`config.mk`:
```
export PLATFORM = sky130hd
export DESIGN_NAME = mux_rr_arbiter
export DESIGN_NICKNAME = d
export VERILOG_FILES = /design/src/rtl/mux_rr_arbiter.sv
export SDC_FILE = /design/constraint.sdc
export NUM_CORES = 1
export LEC_CHECK = 0
export BUFFER_PORTS_ARGS = -buffer_cell sky130_fd_sc_hd__buf_2
export CORE_MARGIN = 2
export CORE_UTILIZATION = 35
export CTS_CLUSTER_SIZE = 24
export DETAILED_ROUTE_END_ITERATION = 10
export MAX_ROUTING_LAYER = met4
export PLACE_DENSITY_LB_ADDON = 0.1
export RECOVER_POWER = 25
export SLEW_MARGIN = 20
export SYNTH_ARGS = -nofsm -noshare
export SYNTH_HDL_FRONTEND = slang
export SYNTH_SLANG_ARGS = --single-unit
```
`constraint.sdc`:
```
create_clock -name clk -period 1.6 [get_ports clk]
set_input_delay 0.32 -clock clk [delete_from_list [all_inputs] [get_ports clk]]
set_output_delay 0.32 -clock clk [all_outputs]
set_load 0.01 [all_outputs]
```
`src/rtl/mux_rr_arbiter.sv`:
```
// mux_rr_arbiter
//   Round-robin arbiter that shares one output channel between N_REQ
//   valid/ready requesters. A grant is held for a whole packet, until the beat
//   flagged last is accepted. The granted index drives the select of an
//   internal N_REQ:1 data mux.
//
//   Optional build macro MUX_RR_ARB_BURST_LIMIT_EN: caps a grant at MAX_BURST
//   beats. The requester is re-arbitrated later and resumes its packet.
//   burst_cut pulses for one cycle after a forced release.
//
// Ports
//   clk, rst_n   clock, asynchronous active-low reset
//   in_valid     per-requester beat valid
//   in_last      per-requester end-of-packet (qualified by in_valid)
//   in_data      requester i on bits [i*W +: W]
//   in_ready     per-requester accept
//   out_valid    shared channel valid
//   out_last     shared channel end-of-packet
//   out_data     shared channel data
//   out_ready    consumer accept
//   grant        one-hot current grant, zero when idle
//   grant_idx    current grant index, holds the last index when idle
//   busy         high while a grant is active
//   burst_cut    (macro only) one-cycle pulse after a forced release
module mux_rr_arbiter #(
  parameter int N_REQ     = 4,
  parameter int W         = 8,
  parameter int MAX_BURST = 8
) (
  input  logic                       clk,
  input  logic                       rst_n,
  input  logic [N_REQ-1:0]           in_valid,
  input  logic [N_REQ-1:0]           in_last,
  input  logic [N_REQ*W-1:0]         in_data,
  output logic [N_REQ-1:0]           in_ready,
  output logic                       out_valid,
  output logic                       out_last,
  output logic [W-1:0]               out_data,
  input  logic                       out_ready,
  output logic [N_REQ-1:0]           grant,
  output logic [$clog2(N_REQ)-1:0]   grant_idx,
  output logic                       busy
`ifdef MUX_RR_ARB_BURST_LIMIT_EN
  ,
  output logic                       burst_cut
`endif
);

  localparam int IW = $clog2(N_REQ);

  // Elaboration-time guard on the legal parameter ranges.
  if ((N_REQ < 2) || (N_REQ > 16) || (MAX_BURST < 1) || (W < 1)) begin : g_param_check
    $error("mux_rr_arbiter: illegal parameter value");
  end

  typedef enum logic {
    IDLE  = 1'b0,
    GRANT = 1'b1
  } state_t;

  state_t             state_r, state_nxt_s;
  logic [N_REQ-1:0]   grant_r, grant_nxt_s;
  logic [IW-1:0]      grant_idx_r, grant_idx_nxt_s;
  logic [IW-1:0]      ptr_r, ptr_nxt_s;
  logic               busy_r;

  logic [IW-1:0]      pick_idx_s;
  logic               pick_vld_s;
  logic               out_valid_s, out_last_s;
  logic [W-1:0]       out_data_s;
  logic [N_REQ-1:0]   in_ready_s;
  logic               xfer_s, release_s;

  // N_REQ:1 AND-OR mux cell: exactly one leg matches the select.
  function automatic logic [W-1:0] mux_cell(input logic [N_REQ*W-1:0] d,
                                            input logic [IW-1:0]      sel);
    logic [W-1:0] r;
    r = {W{1'b0}};
    for (int i = 0; i < N_REQ; i++) begin
      r = r | (d[i*W +: W] & {W{(IW'(i) == sel)}});
    end
    return r;
  endfunction

  // Round-robin scan starting just after ptr; wraps at N_REQ, not 2^IW.
  always_comb begin
    int            j;
    logic [IW-1:0] jj;
    j          = 0;
    jj         = {IW{1'b0}};
    pick_idx_s = ptr_r;
    pick_vld_s = 1'b0;
    for (int k = 1; k <= N_REQ; k++) begin
      j  = ((int'(ptr_r) + k) >= N_REQ) ? (int'(ptr_r) + k - N_REQ) : (int'(ptr_r) + k);
      jj = IW'(j);
      if (!pick_vld_s && in_valid[jj]) begin
        pick_vld_s = 1'b1;
        pick_idx_s = jj;
      end else begin
        pick_vld_s = pick_vld_s;
        pick_idx_s = pick_idx_s;
      end
    end
  end

  // Channel outputs: combinational mux path from the granted requester.
  always_comb begin
    out_valid_s = 1'b0;
    out_last_s  = 1'b0;
    out_data_s  = {W{1'b0}};
    in_ready_s  = {N_REQ{1'b0}};
    case (state_r)
      GRANT: begin
        out_valid_s = in_valid[grant_idx_r];
        out_last_s  = in_last[grant_idx_r];
        out_data_s  = mux_cell(in_data, grant_idx_r);
        in_ready_s  = grant_r & {N_REQ{out_ready}};
      end
      IDLE: begin
        out_valid_s = 1'b0;
        out_last_s  = 1'b0;
        out_data_s  = {W{1'b0}};
        in_ready_s  = {N_REQ{1'b0}};
      end
      default: begin
        out_valid_s = 1'b0;
        out_last_s  = 1'b0;
        out_data_s  = {W{1'b0}};
        in_ready_s  = {N_REQ{1'b0}};
      end
    endcase
  end

  assign xfer_s = out_valid_s & out_ready;

`ifdef MUX_RR_ARB_BURST_LIMIT_EN
  localparam int CW = $clog2(MAX_BURST + 1);
  logic [CW-1:0] cnt_r;
  logic          forced_s;
  logic          burst_cut_r;

  // Forced release: this transfer is beat MAX_BURST of the grant and not last.
  assign forced_s  = xfer_s & ~out_last_s & (cnt_r == CW'(MAX_BURST - 1));
  assign release_s = xfer_s & (out_last_s | forced_s);

  // Beat counter for the current grant; cleared whenever the grant ends.
  always_ff @(posedge clk or negedge rst_n) begin
    if (!rst_n) begin
      cnt_r       <= {CW{1'b0}};
      burst_cut_r <= 1'b0;
    end else begin
      burst_cut_r <= forced_s;
      if (state_r != GRANT) begin
        cnt_r <= {CW{1'b0}};
      end else if (xfer_s) begin
        cnt_r <= release_s ? {CW{1'b0}} : (cnt_r + CW'(1));
      end else begin
        cnt_r <= cnt_r;
      end
    end
  end

  assign burst_cut = burst_cut_r;
`else
  assign release_s = xfer_s & out_last_s;
`endif

  // Next-state logic: grant on any request from IDLE, release on the packet end.
  always_comb begin
    state_nxt_s     = state_r;
    grant_nxt_s     = grant_r;
    grant_idx_nxt_s = grant_idx_r;
    ptr_nxt_s       = ptr_r;
    case (state_r)
      IDLE: begin
        if (pick_vld_s) begin
          state_nxt_s     = GRANT;
          grant_nxt_s     = {{(N_REQ-1){1'b0}}, 1'b1} << pick_idx_s;
          grant_idx_nxt_s = pick_idx_s;
        end else begin
          state_nxt_s     = IDLE;
          grant_nxt_s     = {N_REQ{1'b0}};
        end
      end
      GRANT: begin
        if (release_s) begin
          state_nxt_s = IDLE;
          grant_nxt_s = {N_REQ{1'b0}};
          ptr_nxt_s   = grant_idx_r;
        end else begin
          state_nxt_s = GRANT;
        end
      end
      default: begin
        state_nxt_s = IDLE;
        grant_nxt_s = {N_REQ{1'b0}};
      end
    endcase
  end

  // State registers; ptr resets to N_REQ-1 so requester 0 wins first.
  always_ff @(posedge clk or negedge rst_n) begin
    if (!rst_n) begin
      state_r     <= IDLE;
      grant_r     <= {N_REQ{1'b0}};
      grant_idx_r <= IW'(N_REQ - 1);
      ptr_r       <= IW'(N_REQ - 1);
      busy_r      <= 1'b0;
    end else begin
      state_r     <= state_nxt_s;
      grant_r     <= grant_nxt_s;
      grant_idx_r <= grant_idx_nxt_s;
      ptr_r       <= ptr_nxt_s;
      busy_r      <= (state_nxt_s == GRANT);
    end
  end

  assign grant     = grant_r;
  assign grant_idx = grant_idx_r;
  assign busy      = busy_r;
  assign out_valid = out_valid_s;
  assign out_last  = out_last_s;
  assign out_data  = out_data_s;
  assign in_ready  = in_ready_s;

endmodule

```
==> impl_metrics.py, run 1 <==
metrics = {
    "timing": {
        "fin_crit_sh": 1.296,
        "skew_ns": 0.004765,
        "slew_viol_final": 0,
        "setup_violations": 17,
        "worstMarginPinSlew_ns": 0.4723,
        "finalWorstSetupSlack_ns": -0.4734,
        "rsz0062_at_grt": "yes",
        "slew_headroom": 0.6852,
        "fmax_mhz": 482.3,
        "finalCriticalPeriod_ns": 2.073,
        "final_hold_viol_count": 0,
    },
    "global_route": {
        "antenna_found_initial": 0,
        "grt_first_pass_wirelength_um": 3208,
        "overflow": 0,
        "grt_util_all_layers": 0.1627,
        "grt_pass1_vias": 745,
        "grt_start_max_net_pins": 11,
    },
    "route": {
        "drc": 0,
        "routed.top_layer": "met4",
        "via_per_inst": 5.000,
        "dr.first_iter.drc_count": 10,
        "detail_route.wl_per_cell_um": 12.84,
        "wirelength_um": 2273,
        "wl_met3_um": 148,
        "ant_nets": 0,
        "wl_met1_um": 896,
        "dr.pass1.iters": 4,
        "wl_met2_um": 1219,
        "vias": 885,
    },
    "floorplanning": {
        "core.rowCount": 17,
        "design.core.area_um2": 2212,
        "initial_core_util": 0.3682,
        "dieArea_um2": 2729,
        "die_y_um": 52.24,
        "die_x_um": 52.24,
        "ios": 64,
    },
    "hold_path": {
        "worstHoldStart": "in_valid[2]",
        "hold_path.class": "primary input to flip-flop",
        "hold_path_depth": 3,
        "min_to": "grant[3]",
    },
    "worst_setup_path": {
        "critical_path_class": "flip-flop to primary output",
        "cp.arrival_ns": 1.75,
        "worstPathRequired_ns": 1.28,
        "crit_family": "flip-flops",
        "worstPathCellList": "buf_4 -> mux4_2 -> and2_4 -> buf_6",
        "max_stage_delay_ns": 0.57,
        "cp-start-kind": "flip-flop",
        "regToRegStartpoint": "grant_idx[0]",
        "critPathCaptureType": "primary output",
        "path_buf_inv": 2,
        "worst-r2r-cell-count": 7,
        "r2r_slack_ns": -0.35,
        "reg2reg_to": "grant[3]",
        "crit_fanout": 3,
        "crit_path_top_delay_cell": "dfstp_2",
    },
    "finish": {
        "mostFrequentLayoutCells": "buf_2 (52), buf_4 (14), buf_6 (11)",
        "syn_to_final_growth_pct": 74.65,
        "final_util": 0.6431,
        "nNetsFinal": 193,
        "n_antenna_cell": 0,
        "final_common_cell": "buf_2",
        "drive_above_1_share": 0.7584,
    },
    "power": {
        "comb_power_share": 0.749,
        "power_density_nw_per_um2": 1863,
        "leakagePower_uw": 0.0007301,
        "p_total_uw": 2650,
        "p_seq_frac": 0.188,
        "switchingPower_uw": 928.7,
        "p_int_uw": 1721,
        "switching_share": 0.3505,
        "p_clk_frac": 0.063,
        "worst_ir_drop_vdd_uv": 1121,
    },
    "clock_network": {
        "clock_latency_ns": 0.25,
        "root_buffer": "clkbuf_4",
        "clock_path_buffers": 2,
        "numCtsBuffers": 3,
        "cts_max_level": 1,
        "cts_num_sinks": 9,
        "cts_tree": "yes",
        "clk_pin_slew_ns": 0.06,
    },
    "logic_synthesis": {
        "synth_seq_cells": 9,
        "ys_seq_area_frac": 0.2826,
        "synth_warnings": 0,
        "syn_avg_cell_area_um2": 11.98,
        "syn-cell-area_um2": 814.5,
        "synthCells": 68,
        "syn_nets": 111,
        "synth_cell_type_count": 30,
    },
    "placement": {
        "port_buffers": 63,
        "gp_congestion": 0.7297,
        "preCtsSetupSlack_ns": -0.2819,
        "place_hpwl_um": 1799,
    },
    "flow_run": {
        "maxCapViolCount": 0,
    },
    "status": {
        "violations": "negative setup slack",
        "status": "finished, violations left",
    },
}
worst register-to-register path, stage by stage, from the launching register on:
cell and delay (ns):
dfstp_2 0.57, buf_4 0.12, mux4_2 0.53, buf_6 0.14
buf_4 0.13, a31oi_4 0.23, nand2_1 0.08, o21ai_1 0.08
state kept, by name, summed over array words and instances (netlist names):
signal,cells
grant,4
grant_idx,2
ptr_r,2
busy,1
cells by family after synthesis:
group	Yosys count	share of synthesized area
AO/OA/AOI/OAI	11	0.1121
buffers and inverters	6	0.05376
flip-flops	9	0.2826
multiplexers	14	0.3303
AND/OR/NAND/NOR	28	0.2212
cell type report:
| cell class | count | area (µm²) |
|---|---|---|
| Sequential cell | 9 | 230.2 |
| Fill cell | 205 | 789.5 |
| Tap cell | 28 | 35.03 |
| Multi-Input combinational cell | 53 | 580.6 |
| Timing Repair Buffer | 81 | 543.0 |
| Clock buffer | 4 | 26.28 |
| Inverter | 2 | 7.507 |
synthesized netlist by cell type:
master	count	area share
a21oi_1	2	0.012
mux2_1	2	0.028
a31oi_4	1	0.026
nand2_1	2	0.0092
nand4_2	1	0.015
a211o_1	1	0.011
o31ai_1	2	0.018
and3_1	4	0.031
clkbuf_8	1	0.017
buf_6	1	0.014
inv_1	2	0.0092
or2_2	1	0.0077
o21ai_0	2	0.012
nand2b_1	2	0.015
o31a_1	1	0.011
and2_1	9	0.069
nor4_1	1	0.0077
dfrtp_1	5	0.15
clkbuf_1	1	0.0046
nor4b_2	1	0.018
nor3b_1	1	0.0092
and3b_1	1	0.011
buf_4	1	0.0092
mux4_2	10	0.28
and2_2	1	0.0092
mux2i_1	1	0.012
a22o_1	2	0.022
mux2_2	1	0.014
dfstp_2	4	0.13
nor2_1	4	0.018
power groups by stage:
stage | clock, µW | combinational [µW] | sequential [µW]
2_1_floorplan | 0 | 1080 | 494
3_3_place_gp | 0 | 1580 | 506
3_5_place_dp | 0 | 1610 | 514
4_1_cts | 179 | 1940 | 497
5_1_grt | 197 | 2130 | 517
6_report | 168 | 1980 | 498
metal layers:
layer	GRT usage	vias to the layer above
met2	0.2700	30
met5	-	-
met3	0.04571	2
met4	0.03846	0
met1	0.1978	425
li1	-	428
worst max-delay path by stage:
stage | slack (ns) | start | depth (start not counted) | endpoint
after global placement | -0.24 | grant_idx[0] | 4 | out_data[6]
final | -0.47 | grant_idx[0] | 4 | out_valid
after CTS | -0.47 | grant_idx[0] | 4 | out_data[6]
after floorplan | -0.13 | grant_idx[0] | 3 | out_data[0]
after detailed placement | -0.28 | grant_idx[0] | 4 | out_data[6]
after global routing | -0.54 | grant_idx[0] | 4 | out_last
per-stage QoR:
stage	instances	TNS, ns	hold WS [ns]	area, µm²
after floorplan	68	-1.412	0.02441	845.8
after detailed placement	166	-3.602	0.1779	1264
after global placement	166	-3.182	0.1777	1264
after CTS	176	-6.735	0.4462	1404
final	177	-6.771	0.4718	1423
after global routing	177	-8.076	0.4913	1423
what timing repair did:
action / in CTS / in global routing
buffers inserted: 5 / 1
pin swaps: 11 / 4
hold buffers: 1 / 0
endpoints found under the hold margin: 5 / 0
resized for setup: 11 / 4
setup endpoints to repair: 17 / 17
Note: power is estimated with default switching activity, not from simulation.
==> run 2, diff against run 1 <==
--- a/config.mk
+++ b/config.mk
@@ -7,13 +7,12 @@
 export LEC_CHECK = 0
 export BUFFER_PORTS_ARGS = -buffer_cell sky130_fd_sc_hd__buf_2
 export CORE_MARGIN = 2
-export CORE_UTILIZATION = 35
+export CORE_UTILIZATION = 40
 export CTS_CLUSTER_SIZE = 24
 export DETAILED_ROUTE_END_ITERATION = 10
 export MAX_ROUTING_LAYER = met4
 export PLACE_DENSITY_LB_ADDON = 0.1
 export RECOVER_POWER = 25
-export SLEW_MARGIN = 20
 export SYNTH_ARGS = -nofsm -noshare
 export SYNTH_HDL_FRONTEND = slang
 export SYNTH_SLANG_ARGS = --single-unit
==> constraint.sdc (replaced) <==
create_clock -name clk -period 2.63 [get_ports clk]
set_input_delay 0.526 -clock clk [delete_from_list [all_inputs] [get_ports clk]]
set_output_delay 0.526 -clock clk [all_outputs]
set_load 0.01 [all_outputs]
==> impl_metrics.py, run 2 (synthesis results as in run 1) <==
metrics = {
    "finish": {
        "drive_above_1_share": 0.6515,
        "syn_to_final_growth_pct": 42.40,
        "n_fill_cell": 209,
        "largest_reg_flops": 4,
        "design_area_um2": 1160,
        "mostFrequentLayoutCells": "buf_2 (62), mux4_2 (10), and2_1 (9)",
        "seq_area_um2": 230.2,
        "final_common_cell": "buf_2",
        "n_antenna_cell": 0,
        "multi_input_area_um2": 540.5,
        "fin_cells": 159,
        "nNetsFinal": 176,
    },
    "floorplanning": {
        "die_y_um": 49.13,
        "ios": 64,
        "die_x_um": 49.13,
        "dieArea_um2": 2413,
        "core.rowCount": 16,
        "initial_core_util": 0.4195,
        "design.core.area_um2": 1942,
    },
    "power": {
        "power_density_nw_per_um2": 1006,
        "worst_ir_drop_vdd_uv": 529.7,
        "leakagePower_uw": 0.0005931,
    },
    "route": {
        "vias": 817,
        "dr.pass1.iters": 4,
        "ant_nets": 0,
        "detail_route.wl_per_cell_um": 12.96,
        "wirelength_um": 2061,
        "drc": 0,
        "via_per_inst": 5.138,
        "dr.first_iter.drc_count": 26,
    },
    "placement": {
        "placed_cell_area_um2": 1135,
        "place_hpwl_um": 1713,
        "port_buffers": 63,
        "placed_cells": 155,
        "preCtsSetupSlack_ns": 0.3940,
        "gp_congestion": 0.8106,
    },
    "clock_network": {
        "numCtsBuffers": 3,
        "cts_setup_buffers": 0,
        "cts_num_sinks": 9,
        "root_buffer": "clkbuf_4",
        "clk_pin_slew_ns": 0.06,
        "cts_resized": 0,
        "clock_path_buffers": 2,
        "cts_max_level": 1,
        "clock_latency_ns": 0.26,
        "ctsHoldBuffers": 0,
        "cts_tree": "yes",
    },
    "global_route": {
        "overflow": 0,
        "grt_pass1_vias": 812,
        "antenna_found_initial": 0,
        "grt_start_max_net_pins": 19,
        "grt_util_all_layers": 0.1972,
        "grt_first_pass_wirelength_um": 3567,
    },
    "worst_setup_path": {
        "cp.arrival_ns": 1.97,
        "setup.worst_path.start": "grant_idx[0]",
        "critPathCaptureType": "primary output",
        "critical_path_class": "flip-flop to primary output",
        "worstPathRequired_ns": 2.10,
        "crit_fanout": 10,
        "cp-start-kind": "flip-flop",
        "regToRegStartpoint": "grant_idx[0]",
    },
    "timing": {
        "finalCriticalPeriod_ns": 2.494,
        "worstMarginPinSlew_ns": 0.4954,
        "setup_tns_ns": 0,
        "fmax_mhz": 401.0,
        "setup_violations": 0,
        "fin_crit_sh": 0.9482,
        "slew_viol_final": 0,
        "skew_ns": 0.003067,
        "slew_headroom": 0.6697,
        "final_hold_viol_count": 0,
        "rsz0062_at_grt": "no",
        "finalWorstSetupSlack_ns": 0.1362,
    },
    "flow_run": {
        "maxCapViolCount": 0,
    },
    "status": {
        "status": "finished clean",
    },
    "hold_path": {
        "hold_path.class": "primary input to async pin",
    },
}
## run 2: layer usage
| metal | vias up | share of wire | global-route usage |
|---|---|---|---|
| met4 | 0 | 0.0039 | 0.02857 |
| met1 | 393 | 0.40 | 0.2298 |
| met2 | 28 | 0.53 | 0.3468 |
| li1 | 394 | - | - |
| met5 | - | 0 | - |
| met3 | 2 | 0.074 | 0.05215 |
## run 2: cell type report
cell class,instances,area share
flip-flops and latches,9,0.1985
clock buffers,4,0.02265
multi-input cells,53,0.4660
inverters,2,0.006473
repair buffers,64,0.2772
well taps,27,0.02913
## run 2: power breakdown
| part | switching, µW | leakage, µW | internal (µW) |
|---|---|---|---|
| combinational | 299 | 0.000472 | 408 |
| sequential | 130 | 0.000106 | 225 |
| clock | 46.6 | 0.0000150 | 58.4 |
## run 2: worst max-delay path: stages (launching register included)
cell     delay [ns]
dfstp_2        0.69
buf_4          0.21
mux4_2         0.50
and2_1         0.18
buf_2          0.13
## run 2: final timing paths
kind                       slack, ns     endpoint  cells past startpoint
setup reg to reg                0.78     ptr_r[1]                      3
hold reg to reg                 0.49     grant[1]                      2
hold / removal                  0.20         busy                      1
min in group clk                0.49     grant[1]                      2
setup / recovery                0.14  out_data[1]                      4
max in group asynchronous       2.08     ptr_r[1]                      1
## run 2: per-stage QoR
| stage | util | hold WS [ns] | total power (µW) |
|---|---|---|---|
| 5_1_grt | 0.5973 | 0.2469 | 1267 |
| 4_1_cts | 0.5979 | 0.1098 | 1183 |
| 2_1_floorplan | - | 0.2304 | 860.0 |
| 6_report | 0.5973 | 0.2026 | 1167 |
| 3_5_place_dp | 0.5844 | 0.3894 | 1072 |
| 3_3_place_gp | 0.5844 | 0.3847 | 1056 |
==> run 3, diff against run 2 <==
--- a/config.mk
+++ b/config.mk
@@ -10,7 +10,6 @@
 export CORE_UTILIZATION = 40
 export CTS_CLUSTER_SIZE = 24
 export DETAILED_ROUTE_END_ITERATION = 10
-export MAX_ROUTING_LAYER = met4
 export PLACE_DENSITY_LB_ADDON = 0.1
 export RECOVER_POWER = 25
 export SYNTH_ARGS = -nofsm -noshare
==> impl_metrics.py, run 3 (synthesis results as in run 1) <==
metrics = {
    "worst_setup_path": {
        "worstPathCellList": "buf_4 -> mux4_2 -> and2_1 -> buf_2",
        "crit_path_top_delay_cell": "dfstp_2",
        "cp-start-kind": "flip-flop",
        "critPathCaptureType": "primary output",
        "cp.arrival_ns": 1.97,
        "worstPathRequired_ns": 2.10,
        "regToRegStartpoint": "grant_idx[0]",
        "max_stage_delay_ns": 0.69,
        "crit_fanout": 10,
        "worst-r2r-cell-count": 3,
        "setup.worst_path.start": "grant_idx[0]",
        "critical_path_class": "flip-flop to primary output",
    },
    "clock_network": {
        "cts_num_sinks": 9,
        "clock_path_buffers": 2,
        "ctsHoldBuffers": 0,
        "numCtsBuffers": 3,
        "cts_setup_buffers": 0,
        "cts_tree": "yes",
        "root_buffer": "clkbuf_4",
        "clk_pin_slew_ns": 0.06,
        "cts_max_level": 1,
        "clock_latency_ns": 0.26,
        "cts_resized": 0,
    },
    "power": {
        "switchingPower_uw": 473.9,
        "switching_share": 0.4066,
        "worst_ir_drop_vdd_uv": 526.4,
        "leakagePower_uw": 0.0005931,
        "power_density_nw_per_um2": 1005,
        "comb_power_share": 0.606,
        "p_seq_frac": 0.305,
        "p_clk_frac": 0.089,
        "p_int_uw": 691.5,
    },
    "timing": {
        "setup_violations": 0,
        "finalCriticalPeriod_ns": 2.492,
        "fin_crit_sh": 0.9474,
        "rsz0062_at_grt": "no",
        "final_hold_viol_count": 0,
        "slew_headroom": 0.6697,
        "slew_viol_final": 0,
        "skew_ns": 0.003235,
        "whs_ns": 0.2047,
        "fmax_mhz": 401.3,
        "setup_tns_ns": 0,
        "worstMarginPinSlew_ns": 0.4954,
    },
    "floorplanning": {
        "core.rowCount": 16,
        "dieArea_um2": 2413,
        "initial_core_util": 0.4195,
        "design.core.area_um2": 1942,
        "die_x_um": 49.13,
        "ios": 64,
        "die_y_um": 49.13,
    },
    "route": {
        "drc": 0,
        "via_per_inst": 5.101,
        "dr.pass1.iters": 4,
        "detail_route.wl_per_cell_um": 12.99,
        "ant_nets": 0,
        "vias": 811,
        "dr.first_iter.drc_count": 21,
        "wirelength_um": 2065,
    },
    "global_route": {
        "antenna_found_initial": 0,
        "grt_util_all_layers": 0.1917,
        "grt_start_max_net_pins": 19,
        "grt_pass1_vias": 812,
        "overflow": 0,
        "grt_first_pass_wirelength_um": 3574,
    },
    "finish": {
        "drive_above_1_share": 0.6515,
        "largest_reg_flops": 4,
        "n_fill_cell": 209,
        "n_antenna_cell": 0,
        "mostFrequentLayoutCells": "buf_2 (62), mux4_2 (10), and2_1 (9)",
        "final_common_cell": "buf_2",
        "syn_to_final_growth_pct": 42.40,
        "nNetsFinal": 176,
    },
    "flow_run": {
        "maxCapViolCount": 0,
    },
    "status": {
        "status": "finished clean",
    },
    "placement": {
        "port_buffers": 63,
        "place_hpwl_um": 1713,
        "gp_congestion": 0.7991,
    },
    "hold_path": {
        "hold_path.class": "primary input to async pin",
    },
}
-- run 3: cell counts in the layout (fill, tap and decap cells not counted) --
No cell type changed its count.
-- run 3: stage by stage --
| stage | area [µm²] | util | std cells | total power, µW | setup WS, ns |
|---|---|---|---|---|---|
| 2_1_floorplan | 814.5 | - | 68 | 860.0 | 0.6689 |
| 3_3_place_gp | 1135 | 0.5844 | 155 | 1056 | 0.4514 |
| 3_5_place_dp | 1135 | 0.5844 | 155 | 1072 | 0.3940 |
| 4_1_cts | 1161 | 0.5979 | 159 | 1183 | 0.1028 |
| 5_1_grt | 1160 | 0.5973 | 159 | 1267 | 0.04343 |
| 6_report | 1160 | 0.5973 | 159 | 1165 | 0.1384 |
-- run 3: critical path, delay by kind of cell (launching register included) --
family,cells,cell delay [ns]
multiplexers,1,0.50
AND/OR/NAND/NOR,1,0.18
flip-flops,1,0.69
buffers and inverters,2,0.34
-- run 3: worst paths after layout --
path | endpoint | slack [ns]
worst max register to register | ptr_r[1] | 0.78
worst min-delay path | busy | 0.20
max in group asynchronous | ptr_r[1] | 2.08
worst min register to register | grant[1] | 0.49
min in group clk | grant[1] | 0.49
worst max-delay path | out_data[1] | 0.14
-- run 3: power groups by stage --
stage          registers (µW)  logic (µW)  clock network (µW)
4_1_cts                   358         713                 111
2_1_floorplan             299         561                   0
6_report                  355         706                 104
3_5_place_dp              360         711                   0
3_3_place_gp              356         700                   0
5_1_grt                   379         770                 118
-- run 3: area by class of cell --
class / count / area, µm² / share of cell area
Multi-Input combinational cell: 53 / 540.5 / 0.4660
Inverter: 2 / 7.507 / 0.006473
Timing Repair Buffer: 64 / 321.6 / 0.2772
Clock buffer: 4 / 26.28 / 0.02265
Tap cell: 27 / 33.78 / 0.02913
Sequential cell: 9 / 230.2 / 0.1985
-- run 3: per-layer routing --
layer / global-route usage / vias to the layer above / part of all wire
met5: 0 / - / 0
met4: 0.02857 / 0 / 0
met3: 0.05215 / 0 / 0.066
met2: 0.3468 / 29 / 0.53
met1: 0.2298 / 388 / 0.40
li1: - / 394 / -
